$ cat config.mk
export PLATFORM = sky130hd
export DESIGN_NAME = bft_leaf_interface
export DESIGN_NICKNAME = d
export VERILOG_FILES = /design/src/rtl/bft_leaf_interface_pkg.sv /design/src/rtl/bft_leaf_interface_sync_fifo.sv /design/src/rtl/bft_leaf_interface.sv
export SDC_FILE = /design/constraint.sdc
export NUM_CORES = 1
export LEC_CHECK = 0
export ABC_AREA = 1
export CAP_MARGIN = 0
export CORE_MARGIN = 2
export CORE_UTILIZATION = 45
export CTS_BUF_LIST = sky130_fd_sc_hd__clkbuf_8
export CTS_CLUSTER_DIAMETER = 50
export DETAILED_ROUTE_END_ITERATION = 8
export GPL_TIMING_DRIVEN = 1
export PLACE_DENSITY_LB_ADDON = 0.05
export SYNTH_ARGS = -nofsm -noshare
export SYNTH_HDL_FRONTEND = slang
export SYNTH_SLANG_ARGS = --single-unit
$ cat constraint.sdc
create_clock -name clk -period 4.6 [get_ports clk]
set_input_delay 1.38 -clock clk [delete_from_list [all_inputs] [get_ports clk]]
set_output_delay 1.38 -clock clk [all_outputs]
set_load 0.01 [all_outputs]
$ cat src/rtl/bft_leaf_interface_pkg.sv
// BFT leaf endpoint shared types and helpers.
// Packet layout is {valid, dest, payload}, MSB first.
package bft_leaf_interface_pkg;

  localparam int unsigned CNT_W = 16;
  localparam logic [CNT_W-1:0] CNT_MAX = '1;

  typedef enum logic [1:0] {
    SEL_NONE,
    SEL_BOUNCE,
    SEL_TX
  } out_sel_e;

  function automatic logic [CNT_W-1:0] sat_inc(
    input logic [CNT_W-1:0] v
  );
    return (v == CNT_MAX) ? v : v + CNT_W'(1);
  endfunction

endpackage

$ cat src/rtl/bft_leaf_interface_sync_fifo.sv
// Synchronous FIFO with show-ahead head.
// Pointers carry an extra wrap bit to tell full from empty.
module bft_leaf_interface_sync_fifo #(
  parameter int width = 8,
  parameter int depth = 16
) (
  input  logic             clk,
  input  logic             reset,
  input  logic             push_i,
  input  logic             pop_i,
  input  logic [width-1:0] data_i,
  output logic [width-1:0] data_o,
  output logic             full_o,
  output logic             empty_o
);

  localparam int IW = $clog2(depth);
  localparam int PW = IW + 1;

  logic [width-1:0] mem_q [depth];
  logic [PW-1:0]    wptr_q, wptr_d;
  logic [PW-1:0]    rptr_q, rptr_d;

  assign empty_o = (wptr_q == rptr_q);
  assign full_o  = (wptr_q[IW-1:0] == rptr_q[IW-1:0])
                && (wptr_q[IW] != rptr_q[IW]);
  assign data_o  = mem_q[rptr_q[IW-1:0]];
  assign wptr_d  = wptr_q + PW'(push_i);
  assign rptr_d  = rptr_q + PW'(pop_i);

  always_ff @(posedge clk) begin
    if (!reset) begin
      wptr_q <= '0;
      rptr_q <= '0;
    end else begin
      wptr_q <= wptr_d;
      rptr_q <= rptr_d;
    end
  end

  // Full-with-pop writes over the slot being read out this cycle.
  always_ff @(posedge clk) begin
    if (push_i) mem_q[wptr_q[IW-1:0]] <= data_i;
  end

endmodule

$ cat src/rtl/bft_leaf_interface.sv
// Leaf endpoint of the BFT deflection network: packetizes a local
// stream, reinjects turnback bounces, delivers self-addressed packets.
module bft_leaf_interface
  import bft_leaf_interface_pkg::*;
#(
  parameter int num_leaves = 256,
  parameter int payload_sz = 43,
  localparam int AW = $clog2(num_leaves),
  parameter logic [AW-1:0] addr = '0,
  parameter int p_sz = 52,
  parameter int tx_depth = 16,
  parameter int rx_depth = 16
) (
  input  logic                  clk,
  input  logic                  reset,
  input  logic [payload_sz-1:0] din,
  input  logic [AW-1:0]         din_dest,
  input  logic                  din_valid,
  output logic                  din_ready,
  output logic [p_sz-1:0]       bus_o,
  input  logic [p_sz-1:0]       bus_i,
  output logic [payload_sz-1:0] dout,
  output logic                  dout_valid,
  input  logic                  dout_ready,
  output logic                  rx_overflow,
  output logic [CNT_W-1:0]      rx_drop_cnt
);

  localparam int VLD = p_sz - 1;
  localparam int DHI = p_sz - 2;
  localparam int DLO = payload_sz;

  logic            tx_full, tx_empty;
  logic            tx_push, tx_pop;
  logic [p_sz-1:0] tx_head;
  logic            rx_full, rx_empty;
  logic            rx_push, rx_pop;
  logic            bounce, deliver, drop;
  out_sel_e        sel;

  logic             up_q;
  logic             ovf_q;
  logic [p_sz-1:0]  bus_q, bus_d;
  logic [CNT_W-1:0] cnt_q, cnt_d;

  assign bounce  = bus_i[VLD] && (bus_i[DHI:DLO] != addr);
  assign deliver = bus_i[VLD] && (bus_i[DHI:DLO] == addr);

  // up_q keeps din_ready low for as long as reset is held.
  assign din_ready  = up_q && !tx_full;
  assign tx_push    = din_valid && din_ready;
  assign tx_pop     = (sel == SEL_TX);
  assign dout_valid = !rx_empty;
  assign rx_pop     = dout_ready && dout_valid;
  assign rx_push    = deliver && (!rx_full || rx_pop);
  assign drop       = deliver && !rx_push;

  always_comb begin
    sel   = SEL_NONE;
    bus_d = '0;
    unique case (1'b1)
      bounce: begin
        sel   = SEL_BOUNCE;
        bus_d = bus_i;
      end
      (!bounce && !tx_empty): begin
        sel   = SEL_TX;
        bus_d = tx_head;
      end
      default: ;
    endcase
  end

  assign cnt_d = drop ? sat_inc(cnt_q) : cnt_q;

  always_ff @(posedge clk) begin
    if (!reset) begin
      up_q  <= 1'b0;
      bus_q <= '0;
      ovf_q <= 1'b0;
      cnt_q <= '0;
    end else begin
      up_q  <= 1'b1;
      bus_q <= bus_d;
      ovf_q <= ovf_q | drop;
      cnt_q <= cnt_d;
    end
  end

  assign bus_o       = bus_q;
  assign rx_overflow = ovf_q;
  assign rx_drop_cnt = cnt_q;

  bft_leaf_interface_sync_fifo #(
    .width (p_sz),
    .depth (tx_depth)
  ) u_tx (
    .clk     (clk),
    .reset   (reset),
    .push_i  (tx_push),
    .pop_i   (tx_pop),
    .data_i  ({1'b1, din_dest, din}),
    .data_o  (tx_head),
    .full_o  (tx_full),
    .empty_o (tx_empty)
  );

  bft_leaf_interface_sync_fifo #(
    .width (payload_sz),
    .depth (rx_depth)
  ) u_rx (
    .clk     (clk),
    .reset   (reset),
    .push_i  (rx_push),
    .pop_i   (rx_pop),
    .data_i  (bus_i[DLO-1:0]),
    .data_o  (dout),
    .full_o  (rx_full),
    .empty_o (rx_empty)
  );

endmodule

After elaboration in Yosys (flattened, before gate mapping) --
Memory sizes are Yosys's and may differ from the RTL's. A register that Yosys moved wholly into a read port is not among the register bits. Cells that the tools add are included. Widths: inputs -> output; s select.
Word-level totals: memory bits (writable) 1504, bits in read-only memories 0, bits in latches 0, word-level logic and storage cells 54, bits in registers 90, output and inout port bits 114, memories kept 2, bits of input ports 107
Memories:
- u_tx.mem_q | depth 16, bits a word 51, rd ports 1, clocked after Yosys merged registers in 1, write ports 1, RTL line bft_leaf_interface_sync_fifo.sv:20 | logic [width-1:0] mem_q [depth];
- u_rx.mem_q | depth 16, bits a word 43, rd ports 1, clocked after Yosys merged registers in 1, write ports 1, RTL line bft_leaf_interface_sync_fifo.sv:20
Cells by class: shift-type cells 0, reduce and logical (&&, ||, !) cells 20, eq/ne operators 8, multipliers 0, add/sub/neg operators 5, $lt $le $gt $ge 0, multiplexer cells 9, bitwise operators 2, divide/modulo/power cells 0
Operator list (count):
- $pmux 52 s2 | 1
- $add 5x1->5 | 4
- $add 16x1->16 const B | 1
- $eq 16x16->1 const B | 1
- $eq 5x5->1 | 2
- $logic_and 1x1->1 | 10
- $eq 4x4->1 | 2
- $logic_not 8->1 | 1
- $mux 4 | 2
- $reduce_bool 8->1 | 1
- $logic_not 1->1 | 6
- $mux 1 | 5
- $pmux 2 s2 | 1
- $eq 2x2->1 const B | 1
- $ne 1x1->1 | 2
- $reduce_and 2->1 | 1
- $logic_or 1x1->1 | 1
- $not 1->1 | 1
- $or 1x1->1 | 1

Depth between registers and ports, before layout --
depth after elaboration 8, mapped depth 13, depth with buffers taken out 12

Hierarchy --
Synthesis repeated with hierarchy kept, for this count alone.
Second synthesis, totals: cell total of the unflattened synthesis 7076, area, all modules 69974.6 sq um
By module, submodules not included:
- bft_leaf_interface_sync_fifo at u_tx | cells each 3634, sequential area each 25184.2 sq um, instances 1, area each 36532.5 sq um
- bft_leaf_interface_sync_fifo at u_rx | cells each 3019, sequential area each 20860.0 sq um, instances 1, area each 30291.6 sq um
- bft_leaf_interface | cells each 423, sequential area each 1401.3 sq um, instances 1, area each 3150.5 sq um

Worst setup path after synthesis --
No wires, ideal clock.
path kind input port to flip-flop, start point input din_valid, end point memory u_tx.mem_q[0][0] (netlist bit) (enable), path buffers 0, arrival 3.948 ns, slack 0.193 ns, setup time 0.460 ns, cell stages on the path 4, data required time 4.140 ns, cells stage by stage inv_1 nor2_1 nand3_1 nor2_1
On the way: word-level cells in the longest chain between the ends 3
RTL lines:
- from (decl) | RTL line bft_leaf_interface.sv:18 | input logic din_valid,
- $logic_and 1x1->1 | RTL line bft_leaf_interface.sv:51 | assign tx_push = din_valid && din_ready;
- $mux 1 | RTL line bft_leaf_interface_sync_fifo.sv:43 | if (push_i) mem_q[wptr_q[IW-1:0]] <= data_i;
- $mux 1 (implied by the code) | RTL line bft_leaf_interface_sync_fifo.sv:43
- to (decl) | RTL line bft_leaf_interface_sync_fifo.sv:20
No other way between the ends.

==> impl_metrics.ini <==
[global_routing]
grt_remaining_overflow = 0
grt_pass1_wl_um = 261000
antenna_found_initial = 19
grt_max_degree = 229
grtUsageTotal_pct = 24.8
grt_pass1_vias = 39500

[power_and_ir_drop]
powerDensity_mw_per_mm2 = 405
power_leakage_nw = 25.8
vdd_drop_max_uv = 234

[placement]
post_dp_cell_area_sq_mm = 0.0677
post-dp-hpwl_um = 94400
portBuffers = 220
dpl.cell_count = 7016
place_congestion = 0.808

[clocking]
cts_tree = built
ctsHtreeMaxLevel = 5
cts.reportedPaths.clkPinSlew_ns = 0.06
clock_latency_ns = 0.96
cts_buffers = 289
ctsHoldBuffers = 0
cts_root_buf = clkbuf_8
clkSinkCount = 1594
clockBufferDepth = 4

[setup_path]
worstPathMaxFanout = 37
worstPathArrival_ns = 3.12
cp-startpoint = u_rx.rptr_q[0]
crit_required_ns = 3.22
r2r_cells = 10
critPathLaunchType = flip-flop
reg2reg_to = bus_o[48]
r2r_start = u_tx.rptr_q[0]
path_class = reg -> out
rrSetupSlack_ns = 1.27
cp-end-kind = output port
crit_end = dout[36]

[sta]
hold_violations = 0
setup_viol_count_final = 0
tightest_slew_ns = 1.31
period_minus_slack_ns = 4.50
fmax_mhz = 222
max_slew_margin_pct = 12.8
grt_setup_unrepaired = yes
fin_crit_sh_pct = 97.8
skew_ns = 0.0450
slew_viol_final = 0

[drt]
drtPass1Iterations = 6
drc_errors = 0
drtAntennaViolNets = 0
vias = 41000
initialDrtViolationCount = 3818
route.detailed.wl_per_inst_um = 23.7
wirelength_um = 178000
viasPerCell = 5.45

[status]
outcome = completed

[synth]
syn_inst = 5139
syn_area_sq_mm = 0.0627
synth_top_cell_by_area = edfxtp_1
ys_seq_area_share_pct = 74.9
synth_top_area_share_pct = 72.0
synth_cell_types = 30
syn_avg_cell_area_sq_um = 12.2
ys_top_cells_by_area = edfxtp_1, nand2_1, nand3_1
ys_seq_elements = 1594
synth_fp_nets = 5255
yosys_warnings = 0

[die]
dieArea_sq_mm = 0.142
io_pins = 221
rows = 137
initial_utilization_pct = 45.1
die_width_um = 377
coreArea_sq_mm = 0.139
fp.dieH_um = 377

[cells_and_area]
instances_no_fill = 7529
nets = 5569
area.growth.synth_to_final_pct = 17.0
drive_gt1_share_pct = 9.78
final_area_sq_mm = 0.0734

[run]
drv_cap = 0

[hold_path]
hp-class = reg -> reg
==> stage by stage <==
step	setup TNS [ns]	total power [mW]	hold WS (ns)	util, %	setup slack, ns
2_1_floorplan	0	17.3	0.459	-	0.193
5_1_grt	-0.281	30.9	0.522	52.8	-0.0656
3_5_place_dp	0	18.2	0.465	48.7	0.266
3_3_place_gp	0	18.2	0.457	48.7	0.188
6_report	0	29.7	0.473	52.8	0.101
4_1_cts	0	30.1	0.479	52.7	0.000712
==> Yosys cell counts, drive strengths merged <==
library cell,instances
xnor2,9
nand3b,1
a21oi,74
inv,54
dfxtp,90
nand4,3
nor3,2
o22ai,102
o221ai,54
a21boi,1
clkinv,3
buf,150
o21ai,353
edfxtp,1504
xor2,4
o211ai,32
ha,9
clkbuf,179
nand3,718
nor2,481
nand2,1316
==> sequential cells by signal (all words and copies together), names as in the netlist <==
| name | flops |
|---|---|
| u_tx.rptr_q | 5 |
| bus_o | 52 |
| up_q | 1 |
| u_rx.mem_q | 688 |
| u_rx.wptr_q | 5 |
| rx_overflow | 1 |
| rx_drop_cnt | 16 |
| u_tx.mem_q | 816 |
| u_tx.wptr_q | 5 |
| u_rx.rptr_q | 5 |
==> critical path, cell delays in order, from the launching register on <==
cell             delay, ns
dfxtp_4               0.38
buf_8                 0.18
buf_4                 0.20
clkinv_16             0.14
o21ai_1               0.22
o211ai_1              0.18
o211ai_1              0.22
nand3_1               0.13
clkdlybuf4s50_1       0.51
==> how the worst min path moves through the flow <==
stage / from / end / slack (ns) / depth (start not counted)
3_5_place_dp: rx_overflow / rx_overflow / 0.47 / 2
3_3_place_gp: rx_overflow / rx_overflow / 0.46 / 2
5_1_grt: rx_overflow / rx_overflow / 0.52 / 2
6_report: rx_overflow / rx_overflow / 0.47 / 2
4_1_cts: rx_overflow / rx_overflow / 0.48 / 2
2_1_floorplan: u_rx.wptr_q[4] / u_rx.wptr_q[4] / 0.46 / 2
==> report_power, final <==
part,internal [mW],switching [mW],total (mW)
Combinational,0.545,1.31,1.86
Clock,6.27,5.59,11.9
Sequential,15.9,0.0641,16.0
Total,22.8,6.97,29.7
==> cells by family after synthesis <==
| logic type | after synthesis | synth area share, % |
|---|---|---|
| AO/OA/AOI/OAI | 616 | 5.59 |
| XOR/XNOR | 13 | 0.181 |
| adder cells (fa/ha/maj) | 9 | 0.179 |
| buffers and inverters | 386 | 2.58 |
| flip-flops | 1594 | 74.9 |
| AND/OR/NAND/NOR | 2521 | 16.6 |
==> area by class of cell <==
class | count | area [sq um]
clock inverter | 179 | 826
clock buffer | 304 | 4180
inverter | 57 | 263
sequential | 1594 | 47000
multi-input combinational | 3159 | 14500
tap | 1876 | 2350
fill | 12100 | 65600
timing repair inverter | 3 | 47.5
timing repair buffer | 349 | 4180
antenna | 8 | 20.0
==> cell usage in the layout (no fill, tap or decap), types with 21 or more instances in the layout <==
cell type	count
o211ai_1	32
o221ai_1	47
buf_4	56
clkbuf_8	304
a21oi_1	71
o21ai_0	348
nand3_2	21
edfxtp_1	1504
o22ai_1	101
buf_12	46
dfxtp_1	84
clkdlybuf4s50_1	211
nand2_1	1315
nand3_1	697
inv_1	152
nor2_1	445
clkinv_1	45
nor2_4	34
==> per-layer routing <==
| layer | GRT usage [%] | part of all wire [%] | vias to the layer above |
|---|---|---|---|
| met1 | 35.1 | 44 | 20200 |
| met4 | 8.12 | 2.6 | 12 |
| met2 | 39.2 | 47 | 1400 |
| li1 | - | - | 19000 |
| met3 | 4.19 | 6.3 | 354 |
| met5 | 0 | 0.039 | - |
==> repair_timing <==
item                       in CTS  in global routing
gates resized for setup        31                 40
gates cloned                   11                  1
setup endpoints to repair      45                 30
buffers inserted               10                  0
hold endpoints to repair        0                  0
pin swaps                       1                  7
(Power assumes the default switching activity.)
